$ cat src/rtl/seq_det_sched_pkg.sv
// Shared types and defaults for the two-channel 101100 detector scheduler.
// Holds the scheduler and detector-core state encodings.
package seq_det_sched_pkg;

  localparam int DEF_WIDTH = 16;
  localparam int DEF_CNT_W = 5;

  typedef enum logic [1:0] {
    IDLE,
    SHIFT,
    DRAIN,
    REPORT
  } sched_st_t;

  typedef enum logic [2:0] {
    C_IDLE,
    C_S1,
    C_S10,
    C_S101,
    C_S1011,
    C_S10110
  } core_st_t;

endpackage

$ cat src/rtl/seq_det_sched_if.sv
// Request/result handshake bundle between word sources, scheduler
// and result collector.
interface seq_det_sched_if
  import seq_det_sched_pkg::*;
#(
  parameter int WIDTH = DEF_WIDTH,
  parameter int CNT_W = DEF_CNT_W
);

  logic [1:0]       req_valid;
  logic [WIDTH-1:0] req_data0;
  logic [WIDTH-1:0] req_data1;
  logic [1:0]       req_ready;
  logic             res_valid;
  logic             res_id;
  logic [CNT_W-1:0] res_hits;
  logic             res_ready;
  logic             busy;

  modport master (
    output req_valid, req_data0, req_data1, res_ready,
    input  req_ready, res_valid, res_id, res_hits, busy
  );

  modport slave (
    input  req_valid, req_data0, req_data1, res_ready,
    output req_ready, res_valid, res_id, res_hits, busy
  );

endinterface

$ cat src/rtl/seq_det_core.sv
// Serial 101100 detector; restarts from idle after each hit.
// b is registered and reports the bit seen on the previous cycle.
module seq_det_core
  import seq_det_sched_pkg::*;
(
  input  logic clk,
  input  logic rst,
  input  logic clr,
  input  logic seq,
  output logic b
);

  core_st_t st_q;
  core_st_t st_d;
  logic     hit;

  always_comb begin
    st_d = C_IDLE;
    hit  = 1'b0;
    unique case (st_q)
      C_IDLE:   st_d = seq ? C_S1    : C_IDLE;
      C_S1:     st_d = seq ? C_S1    : C_S10;
      C_S10:    st_d = seq ? C_S101  : C_IDLE;
      C_S101:   st_d = seq ? C_S1011 : C_IDLE;
      C_S1011:  st_d = seq ? C_S1    : C_S10110;
      C_S10110: begin
        st_d = seq ? C_S1 : C_IDLE;
        hit  = ~seq;
      end
      default:  st_d = C_IDLE;
    endcase
  end

  always_ff @(posedge clk or negedge rst) begin
    if (!rst) begin
      st_q <= C_IDLE;
      b    <= 1'b0;
    end else if (clr) begin
      st_q <= C_IDLE;
      b    <= 1'b0;
    end else begin
      st_q <= st_d;
      b    <= hit;
    end
  end

endmodule

$ cat src/rtl/seq_det_sched.sv
// Round-robin scheduler feeding two channels' words serially into
// one shared detector core and returning tagged hit counts.
module seq_det_sched
  import seq_det_sched_pkg::*;
#(
  parameter int WIDTH = DEF_WIDTH,
  parameter int CNT_W = DEF_CNT_W
)
(
  input  logic           clk,
  input  logic           rst,
  seq_det_sched_if.slave bus
);

  localparam int BW = $clog2(WIDTH) + 1;

  sched_st_t        state_q, state_d;
  logic [WIDTH-1:0] shreg_q, shreg_d;
  logic [BW-1:0]    bitcnt_q, bitcnt_d;
  logic [CNT_W-1:0] hits_q, hits_d;
  logic             id_q, id_d;
  logic             last_q, last_d;
  logic [1:0]       grant;
  logic             g;
  logic             clr;
  logic             seq;
  logic             b;

  seq_det_core u_core (
    .clk (clk),
    .rst (rst),
    .clr (clr),
    .seq (seq),
    .b   (b)
  );

  assign seq = (state_q == SHIFT) & shreg_q[WIDTH-1];

  always_comb begin
    state_d  = state_q;
    shreg_d  = shreg_q;
    bitcnt_d = bitcnt_q;
    hits_d   = hits_q;
    id_d     = id_q;
    last_d   = last_q;
    grant    = 2'b00;
    clr      = 1'b0;
    g        = (&bus.req_valid) ? ~last_q
                                : bus.req_valid[1];
    unique case (state_q)
      IDLE: begin
        if (|bus.req_valid) begin
          grant[g] = 1'b1;
          shreg_d  = g ? bus.req_data1 : bus.req_data0;
          id_d     = g;
          last_d   = g;
          hits_d   = '0;
          bitcnt_d = '0;
          clr      = 1'b1;
          state_d  = SHIFT;
        end
      end
      SHIFT: begin
        shreg_d  = shreg_q << 1;
        bitcnt_d = bitcnt_q + 1'b1;
        if (b && hits_q != '1) hits_d = hits_q + 1'b1;
        if (bitcnt_q == BW'(WIDTH - 1)) state_d = DRAIN;
      end
      DRAIN: begin
        // last bit's hit only becomes visible here
        if (b && hits_q != '1) hits_d = hits_q + 1'b1;
        state_d = REPORT;
      end
      REPORT: begin
        if (bus.res_ready) state_d = IDLE;
      end
      default: state_d = IDLE;
    endcase
  end

  always_ff @(posedge clk or negedge rst) begin
    if (!rst) begin
      state_q  <= IDLE;
      shreg_q  <= '0;
      bitcnt_q <= '0;
      hits_q   <= '0;
      id_q     <= 1'b0;
      last_q   <= 1'b1;
    end else begin
      state_q  <= state_d;
      shreg_q  <= shreg_d;
      bitcnt_q <= bitcnt_d;
      hits_q   <= hits_d;
      id_q     <= id_d;
      last_q   <= last_d;
    end
  end

  assign bus.req_ready = rst ? grant : 2'b00;
  assign bus.res_valid = (state_q == REPORT);
  assign bus.res_id    = id_q;
  assign bus.res_hits  = hits_q;
  assign bus.busy      = (state_q != IDLE);

endmodule

$ cat src/flat_wrapper.sv
// flat-port wrapper written by rule: the top's interface ports become plain ports
module seq_det_sched_flat import seq_det_sched_pkg::*;
#(
  parameter int WIDTH = DEF_WIDTH,
  parameter int CNT_W = DEF_CNT_W
)
  (clk, rst, bus_req_valid, bus_req_data0, bus_req_data1, bus_res_ready, bus_req_ready, bus_res_valid, bus_res_id, bus_res_hits, bus_busy);
  seq_det_sched_if #(.WIDTH(WIDTH), .CNT_W(CNT_W)) bus_i ();
  input  logic clk;
  input  logic rst;
  input wire logic [$bits(bus_i.req_valid)-1:0] bus_req_valid;
  input wire logic [$bits(bus_i.req_data0)-1:0] bus_req_data0;
  input wire logic [$bits(bus_i.req_data1)-1:0] bus_req_data1;
  input wire logic [$bits(bus_i.res_ready)-1:0] bus_res_ready;
  output wire logic [$bits(bus_i.req_ready)-1:0] bus_req_ready;
  output wire logic [$bits(bus_i.res_valid)-1:0] bus_res_valid;
  output wire logic [$bits(bus_i.res_id)-1:0] bus_res_id;
  output wire logic [$bits(bus_i.res_hits)-1:0] bus_res_hits;
  output wire logic [$bits(bus_i.busy)-1:0] bus_busy;
  assign bus_i.req_valid = bus_req_valid;
  assign bus_i.req_data0 = bus_req_data0;
  assign bus_i.req_data1 = bus_req_data1;
  assign bus_i.res_ready = bus_res_ready;
  assign bus_req_ready = bus_i.req_ready;
  assign bus_res_valid = bus_i.res_valid;
  assign bus_res_id = bus_i.res_id;
  assign bus_res_hits = bus_i.res_hits;
  assign bus_busy = bus_i.busy;
  seq_det_sched #(.WIDTH(WIDTH), .CNT_W(CNT_W)) u_core (.clk(clk), .rst(rst), .bus(bus_i));
endmodule
$ cat config.mk
export PLATFORM = sky130hd
export DESIGN_NAME = seq_det_sched_flat
export DESIGN_NICKNAME = d
export VERILOG_FILES = /design/src/rtl/seq_det_sched_pkg.sv /design/src/rtl/seq_det_sched_if.sv /design/src/rtl/seq_det_core.sv /design/src/rtl/seq_det_sched.sv /design/src/flat_wrapper.sv
export SDC_FILE = /design/constraint.sdc
export NUM_CORES = 1
export LEC_CHECK = 0
export BUFFER_PORTS_ARGS = -buffer_cell sky130_fd_sc_hd__buf_2
export CORE_UTILIZATION = 40
export DETAILED_ROUTE_END_ITERATION = 10
export PLACE_DENSITY = 0.61
export SLEW_MARGIN = 20
export SYNTH_ARGS = -nofsm -noshare
export SYNTH_HDL_FRONTEND = slang
export SYNTH_SLANG_ARGS = --single-unit
export TNS_END_PERCENT = 30
$ cat constraint.sdc
create_clock -name clk -period 2.1 [get_ports clk]
set_clock_uncertainty 0.15 [all_clocks]
set_input_delay 0.21 -clock clk [delete_from_list [all_inputs] [get_ports clk]]
set_output_delay 0.21 -clock clk [all_outputs]
set_load 0.02 [all_outputs]
==> metrics.txt, run 1 <==
Logic pwr share=45.7%; CTS tree=done; Routability Congestion=0.839; design area=2480 um2; # IOs=47; Area growth syn-to-layout=24.0%; Switching Fraction=38.0%; min Tclk post-route=1.95 ns; Syn. warnings=0; max-cap violation count=0; Pleak=1.22 nW; slew margin rel.=72.1%; initial core utilization=42.0%; root cell of the clock tree=clkbuf_8; Avg Cell Area, Syn=9.98 um2; Mapped Cells=200; pwr dens=1250 nW/um2; # diodes=0; routed len/inst=12.1 um; GR Overflow Total=0; R2R depth=7; CP Class=flip-flop to primary output; Peak Freq=514 MHz; status=completed; hold depth=2; site row count=25; DP Wirelength=2810 um; Power Internal=0.00191 W; DRC errors left=0; reg2reg end=u_core.bus.res_hits[3]$_DFFE_PN0P_; part of the power in registers=34.2%; DR vias/cell=4.89; WL final=3880 um; layout cell share with drive strength beyond 1=33.7%; GRT Total Usage=16.8%; Peak VDD IR=0.575 mV; Setup violations, final=0; Final nets=302; CTS Buffer Depth=2; r2r startpoint=u_core.bus.res_hits[1]$_DFFE_PN0P_; global-route wire length before repair=6680 um; crit path max fanout=7; P_sw=0.00117 W; Post-Synthesis Cell Area=2000 um2; vias in the first global route=1,519; synthesized flop and latch total=34; Crit path required time=1.74 ns; Die Wd=72.7 um; Hold Path Sink=u_core.last_q$_DFFE_PN1P_; H-tree depth=2; maximum number of pins on one net before global-route repair=25; Die H=72.7 um; vias=1,574; Synth cell types=36; First-pass DRT Iterations=4; Clock power frac=20.1%; die area=5280 um2; Post-DRT Antenna Nets=0; worst-skew pair later-pin latency=0.29 ns; CTS buffer count=5; Worst Tran Pin Value=0.418 ns; arrival time worst endpoint=1.59 ns; Final Cycle Share=92.7%; Setup TNS=0 ns; Final Hold Viols=0; max-slew violations=0; Hold Crit Class=primary input to flip-flop; RSZ-0062 raised after global routing=false; Syn Nets=247; crit end category=primary output; crit start category=flip-flop; core area=4750 um2; reg-to-reg setup timing slack=0.16 ns; drt initial violations=28; HP Start=bus_req_valid[0]; Num Clock Sinks=34; clock-pin slew of the registers on the worst-case setup and hold paths=0.07 ns; Placed Instance Area=2330 um2; IO Port Bufs=46; Seq/Total Area, Yosys=42.7%; initial antenna violation count=0
## cells in the final DEF, fill, tap and decap left out, types with 2 or more instances in the layout
cell	Yosys	final
buf_2	5	46
dfrtp_1	33	33
nand2_1	24	24
mux2i_1	17	17
o21ai_0	15	15
nor2_1	13	13
buf_4	0	10
inv_1	10	9
mux2_4	9	9
ha_1	10	9
a21oi_1	8	8
o21ai_1	8	8
mux2_2	7	7
nand3_1	6	6
clkbuf_8	0	6
nand2b_1	3	3
nor3b_1	3	3
nand4_1	3	3
nor3_1	2	2
and3_1	2	2
xnor2_1	2	2
a32o_1	2	2
## sequential cells by signal, indices dropped and copies added, names as in the netlist
name                 flops
u_core.shreg_q          16
u_core.last_q            1
u_core.state_q           2
u_core.bus.res_id        1
u_core.u_core.b          1
u_core.u_core.st_q       3
u_core.bitcnt_q          5
u_core.bus.res_hits      5
## worst max-delay path by stage
stage / end / depth (start not counted) / from / slack, ns
after detailed placement: u_core.bus.res_hits[3]$_DFFE_PN0P_ / 7 / u_core.bus.res_hits[0]$_DFFE_PN0P_ / 0.13
after floorplan: u_core.bus.res_hits[3]$_DFFE_PN0P_ / 7 / u_core.bus.res_hits[0]$_DFFE_PN0P_ / 0.03
final: bus_req_ready[0] / 6 / u_core.state_q[1]$_DFFE_PN0P_ / 0.15
after global routing: bus_req_ready[0] / 6 / u_core.state_q[1]$_DFFE_PN0P_ / 0.01
after CTS: bus_req_ready[0] / 6 / u_core.state_q[0]$_DFFE_PN0P_ / 0.08
after global placement: u_core.bus.res_hits[3]$_DFFE_PN0P_ / 7 / u_core.bus.res_hits[0]$_DFFE_PN0P_ / 0.13
## repair_timing
| item | in CTS | in global routing |
|---|---|---|
| hold buffers | 1 | 0 |
| endpoints found under the setup margin | 0 | 15 |
| setup buffers | 0 | 2 |
| gates resized for setup | 0 | 4 |
| hold endpoints to repair | 10 | 0 |
## worst max-delay path, cell delays in order, from the launching register on
cell     delay (ns)
dfrtp_1        0.41
inv_1          0.12
ha_2           0.23
buf_4          0.16
nand3_1        0.08
a21oi_1        0.12
buf_2          0.17
## layer usage
layer | track usage (%) | vias up | part of all wire [%]
met5 | 0 | - | 0
met4 | 8.50 | 0 | 1.8
met3 | 4.28 | 7 | 4.6
met2 | 26.8 | 41 | 45
met1 | 21.1 | 723 | 49
li1 | - | 803 | -
## cell type report
type / count / area (um2)
well taps: 67 / 83.8
multi-input cells: 145 / 1040
flip-flops and latches: 34 / 852
fillers: 456 / 2280
clock buffers: 6 / 82.6
clock inverters: 1 / 30.0
inverters: 10 / 37.5
repair buffers: 59 / 347
## synthesized netlist by cell type
cell,count,area (um2)
a31oi_1,1,6.26
nor3_1,2,10.0
mux2_2,7,78.8
nand2b_1,3,18.8
a22o_1,1,8.76
o21ai_2,1,8.76
buf_2,5,25.0
mux2i_1,17,170
a21oi_1,8,40.0
dfrtp_1,33,826
nand3_1,6,30.0
or3b_1,1,8.76
a221oi_1,1,8.76
dfstp_2,1,26.3
nor3b_1,3,22.5
nor2_1,13,48.8
or3_1,1,6.26
o21ai_1,8,40.0
a21bo_1,1,10.0
nor4b_1,1,8.76
inv_1,10,37.5
clkbuf_1,2,7.51
buf_6,1,11.3
and2_1,1,6.26
clkbuf_2,2,10.0
mux2_4,9,135
xnor2_1,2,17.5
nor2b_1,1,6.26
nand4_1,3,18.8
nand2_1,24,90.1
o22ai_1,1,6.26
ha_1,10,125
o21ai_0,15,75.1
a32o_1,2,20.0
buf_8,1,15.0
and3_1,2,12.5
## power groups by stage
stage	sequential (W)	combinational, W	clock [W]
final	0.00105	0.00141	0.000620
after global placement	0.00106	0.00138	0
after floorplan	0.00104	0.00106	0
after global routing	0.00109	0.00159	0.000669
after detailed placement	0.00106	0.00141	0
after CTS	0.00105	0.00141	0.000638
## kinds of logic after synthesis
logic type | count (synthesis) | share of synthesized area, %
xor+xnor | 2 | 0.877
buf+inv | 21 | 5.33
compound gates | 39 | 11.2
simple gates | 61 | 14.4
fa+ha+maj | 10 | 6.27
flops | 34 | 42.7
mux | 33 | 19.2
## through the flow
step	power (W)	worst slack [ns]	cells	hold WS [ns]	util [%]
after floorplan	0.00210	0.0259	200	-0.236	-
final	0.00308	0.153	322	0.0346	52.1
after detailed placement	0.00247	0.126	312	-0.0341	49.0
after global placement	0.00244	0.132	312	-0.0377	49.0
after CTS	0.00310	0.0774	320	0.0263	51.6
after global routing	0.00335	0.0108	322	0.0672	52.1
Power figures use the tool's default switching activity.
==> inputs of run 2 (changes only) <==
Settings changed: ABC_AREA from default to 1, TNS_END_PERCENT 30 to default.
==> run 2 against run 1 <==
Worst setup slack worse by 0.0012 ns. Global-route usage is 1.8 points higher. Core utilization down 2.0 points. Total power rose by 1.8%. Fmax is essentially flat. Area after synthesis rose by 1.4%. Non-clock buffer count decreased by 6. Flip-flop and latch count unchanged. Synthesized cell count up 31%. First-iteration DRC count grew 110%. Largest cell class unchanged. Via count grew 13%.
==> metrics.txt, run 2 <==
pwr dens=1310 nW/um2 (was 1250 nW/um2); adder-cell share of the synthesized area=6.18% (was 6.27%); GRT Total Usage=18.6% (was 16.8%); RSZ-0062 raised after global routing=false (unchanged); vias in the first global route=1,607 (was 1,519); top cells by area, synth=dfrtp_1 41%, nand2_1 14%, nand3_1 13%, ha_1 6.2%, or2_2 5.6% (was dfrtp_1 41%, mux2i_1 8.5%, mux2_4 6.8%, ha_1 6.3%, nand2_1 4.5%); Post-Synthesis Cell Area=2020 um2 (was 2000 um2); Die Wd=73.1 um (was 72.7 um); crit end category=primary output (unchanged); Syn Nets=309 (was 247); DP Wirelength=3010 um (was 2810 um); Syn. warnings=0 (unchanged); Worst Tran Pin Value=0.437 ns (was 0.418 ns); Setup TNS=0 ns (unchanged); Synth Area in Simple Gates=38.4% (was 14.4%); worst-skew pair later-pin latency=0.29 ns (about the same); slew margin rel.=70.9% (was 72.1%); Synth Area in XOR/XNOR=0% (was 0.877%); Seq/Total Area, Yosys=42.1% (was 42.7%); Setup violations, final=0 (unchanged); Routability Congestion=0.703 (was 0.839); root cell of the clock tree=clkbuf_8 (unchanged); Synth Flop Type=dfrtp_1 (unchanged); clock-pin slew of the registers on the worst-case setup and hold paths=0.07 ns (about the same); Hold Crit Class=primary input to flip-flop (unchanged); routed len/inst=11.5 um (was 12.1 um); EDFF count, synth=0 (unchanged); # diodes=0 (unchanged); main combinational cell family by area after synthesis=simple AND/OR/NAND/NOR gates (was multiplexers); Compound-Gate Fraction of Synth Area=5.50% (was 11.2%); Final Cycle Share=92.8% (was 92.7%); die area=5350 um2 (was 5280 um2); core area=4790 um2 (was 4750 um2); crit path max fanout=6 (was 7); min Tclk post-route=1.95 ns (about the same); initial core utilization=42.3% (was 42.0%); Peak Freq=513 MHz (was 514 MHz); mux cell area share after synthesis=0% (was 19.2%); crit start category=flip-flop (unchanged); vias=1,784 (was 1,574); GR Overflow Total=0 (unchanged); Synth cell types=23 (was 36); First-pass DRT Iterations=4 (unchanged); area leader, netlist=dfrtp_1 (unchanged); arrival time worst endpoint=1.59 ns (about the same); Peak VDD IR=0.648 mV (was 0.575 mV); Post-DRT Antenna Nets=0 (unchanged); drt initial violations=58 (was 28); max FFs per register=16 (unchanged); Biggest register=u_core.shreg_q (unchanged); most frequent cells after synthesis=75 x nand2_1, 53 x nand3_1, 33 x dfrtp_1 (was 33 x dfrtp_1, 24 x nand2_1, 17 x mux2i_1); commonest cells after routing, fill and taps aside=75 x nand2_1, 53 x nand3_1, 46 x buf_2, 33 x dfrtp_1 (was 46 x buf_2, 33 x dfrtp_1, 24 x nand2_1, 17 x mux2i_1, 15 x o21ai_0); Pleak=1.26 nW (was 1.22 nW); WL final=4360 um (was 3880 um); layout cell share with drive strength beyond 1=27.7% (was 33.7%); most common cell after layout, fill and taps aside=nand2_1 (was buf_2); Area growth syn-to-layout=18.3% (was 24.0%); IO Port Bufs=46 (unchanged); DR vias/cell=4.72 (was 4.89); CTS buffer count=5 (unchanged); CTS tree=done (unchanged); Async SR Flop Fraction=100% (unchanged); site row count=25 (unchanged); Die H=73.1 um (was 72.7 um); Crit path required time=1.74 ns (about the same); Num Clock Sinks=34 (unchanged); max-cap violation count=0 (unchanged); dpl ws=0.284 ns (was 0.126 ns); Mapped Cells=262 (was 200); post-synth top area share=40.8% (was 41.4%); setup ws final=0.152 ns (was 0.153 ns); status=completed (unchanged); CTS Buffer Depth=2 (unchanged); initial antenna violation count=0 (unchanged); max-slew violations=0 (unchanged); most frequent cell after synthesis=nand2_1 (was dfrtp_1); H-tree depth=2 (unchanged); synthesized flop and latch total=34 (unchanged); global-route wire length before repair=7490 um (was 6680 um); maximum number of pins on one net before global-route repair=35 (was 25); CP Class=flip-flop to primary output (unchanged); Final Hold Viols=0 (unchanged); # IOs=47 (unchanged); Final nets=358 (was 302); DRC errors left=0 (unchanged); Avg Cell Area, Syn=7.73 um2 (was 9.98 um2)
run 2: worst paths after layout:
check / from / endpoint / slack (ns) / depth (start not counted)
setup / recovery: u_core.state_q[0]$_DFFE_PN0P_ / bus_req_ready[0] / 0.15 / 5
hold / removal: bus_req_data1[0] / u_core.shreg_q[0]$_DFFE_PN0P_ / 0.05 / 3
setup reg to reg: u_core.state_q[1]$_DFFE_PN0P_ / u_core.state_q[0]$_DFFE_PN0P_ / 0.30 / 7
hold reg to reg: u_core.shreg_q[14]$_DFFE_PN0P_ / u_core.shreg_q[14]$_DFFE_PN0P_ / 0.32 / 2
max in group asynchronous: rst / u_core.last_q$_DFFE_PN1P_ / 1.09 / 3
min in group asynchronous: rst / u_core.shreg_q[3]$_DFFE_PN0P_ / 0.36 / 3
run 2: cell families after synthesis:
family                   Yosys count
AO/OA/AOI/OAI                     19
adder cells (fa/ha/maj)           10
buffers and inverters             31
flip-flops                        34
AND/OR/NAND/NOR                  168
run 2: final cells by class:
type,count,area (um2)
sequential,34,852
clock buffer,7,76.3
inverter,20,75.1
timing repair buffer,53,285
tap,67,83.8
fill,491,2390
multi-input combinational,197,1020
run 2: timing repair:
item,in CTS,in global routing
gates resized for setup,0,2
endpoints found under the hold margin,33,0
setup buffers,0,0
setup endpoints to repair,0,1
hold buffers,1,0
run 2: layer usage:
metal / vias up / routed length, um / global-route usage [%]
li1: 952 / - / -
met1: 801 / 2220 / 26.8
met2: 29 / 1880 / 26.4
met3: 2 / 224 / 5.80
met4: 0 / 33 / 5.88
met5: - / 0 / 0
run 2: worst max-delay path, stage by stage (launching register included):
cell and delay, ns:
dfrtp_1 0.44, inv_1 0.13, ha_2 0.24, o21ai_4 0.10, nor3_2 0.20, buf_2 0.19
run 2: per-stage QoR:
step	instances	cell area, um2	hold WS (ns)	util (%)	power [W]
3_5_place_dp	370	2300	0.154	48.1	0.00271
3_3_place_gp	370	2300	0.155	48.1	0.00268
6_report	378	2390	0.0535	50.0	0.00314
4_1_cts	378	2390	0.0515	49.9	0.00317
2_1_floorplan	262	2020	-0.236	-	0.00237
5_1_grt	378	2390	0.0487	50.0	0.00349
run 2: power by group:
group | switching, W | leakage, nW | internal, W
clock | 0.000222 | 0.0383 | 0.000228
sequential | 0.000174 | 0.433 | 0.000925
combinational | 0.000984 | 0.784 | 0.000608
total | 0.00138 | 1.26 | 0.00176
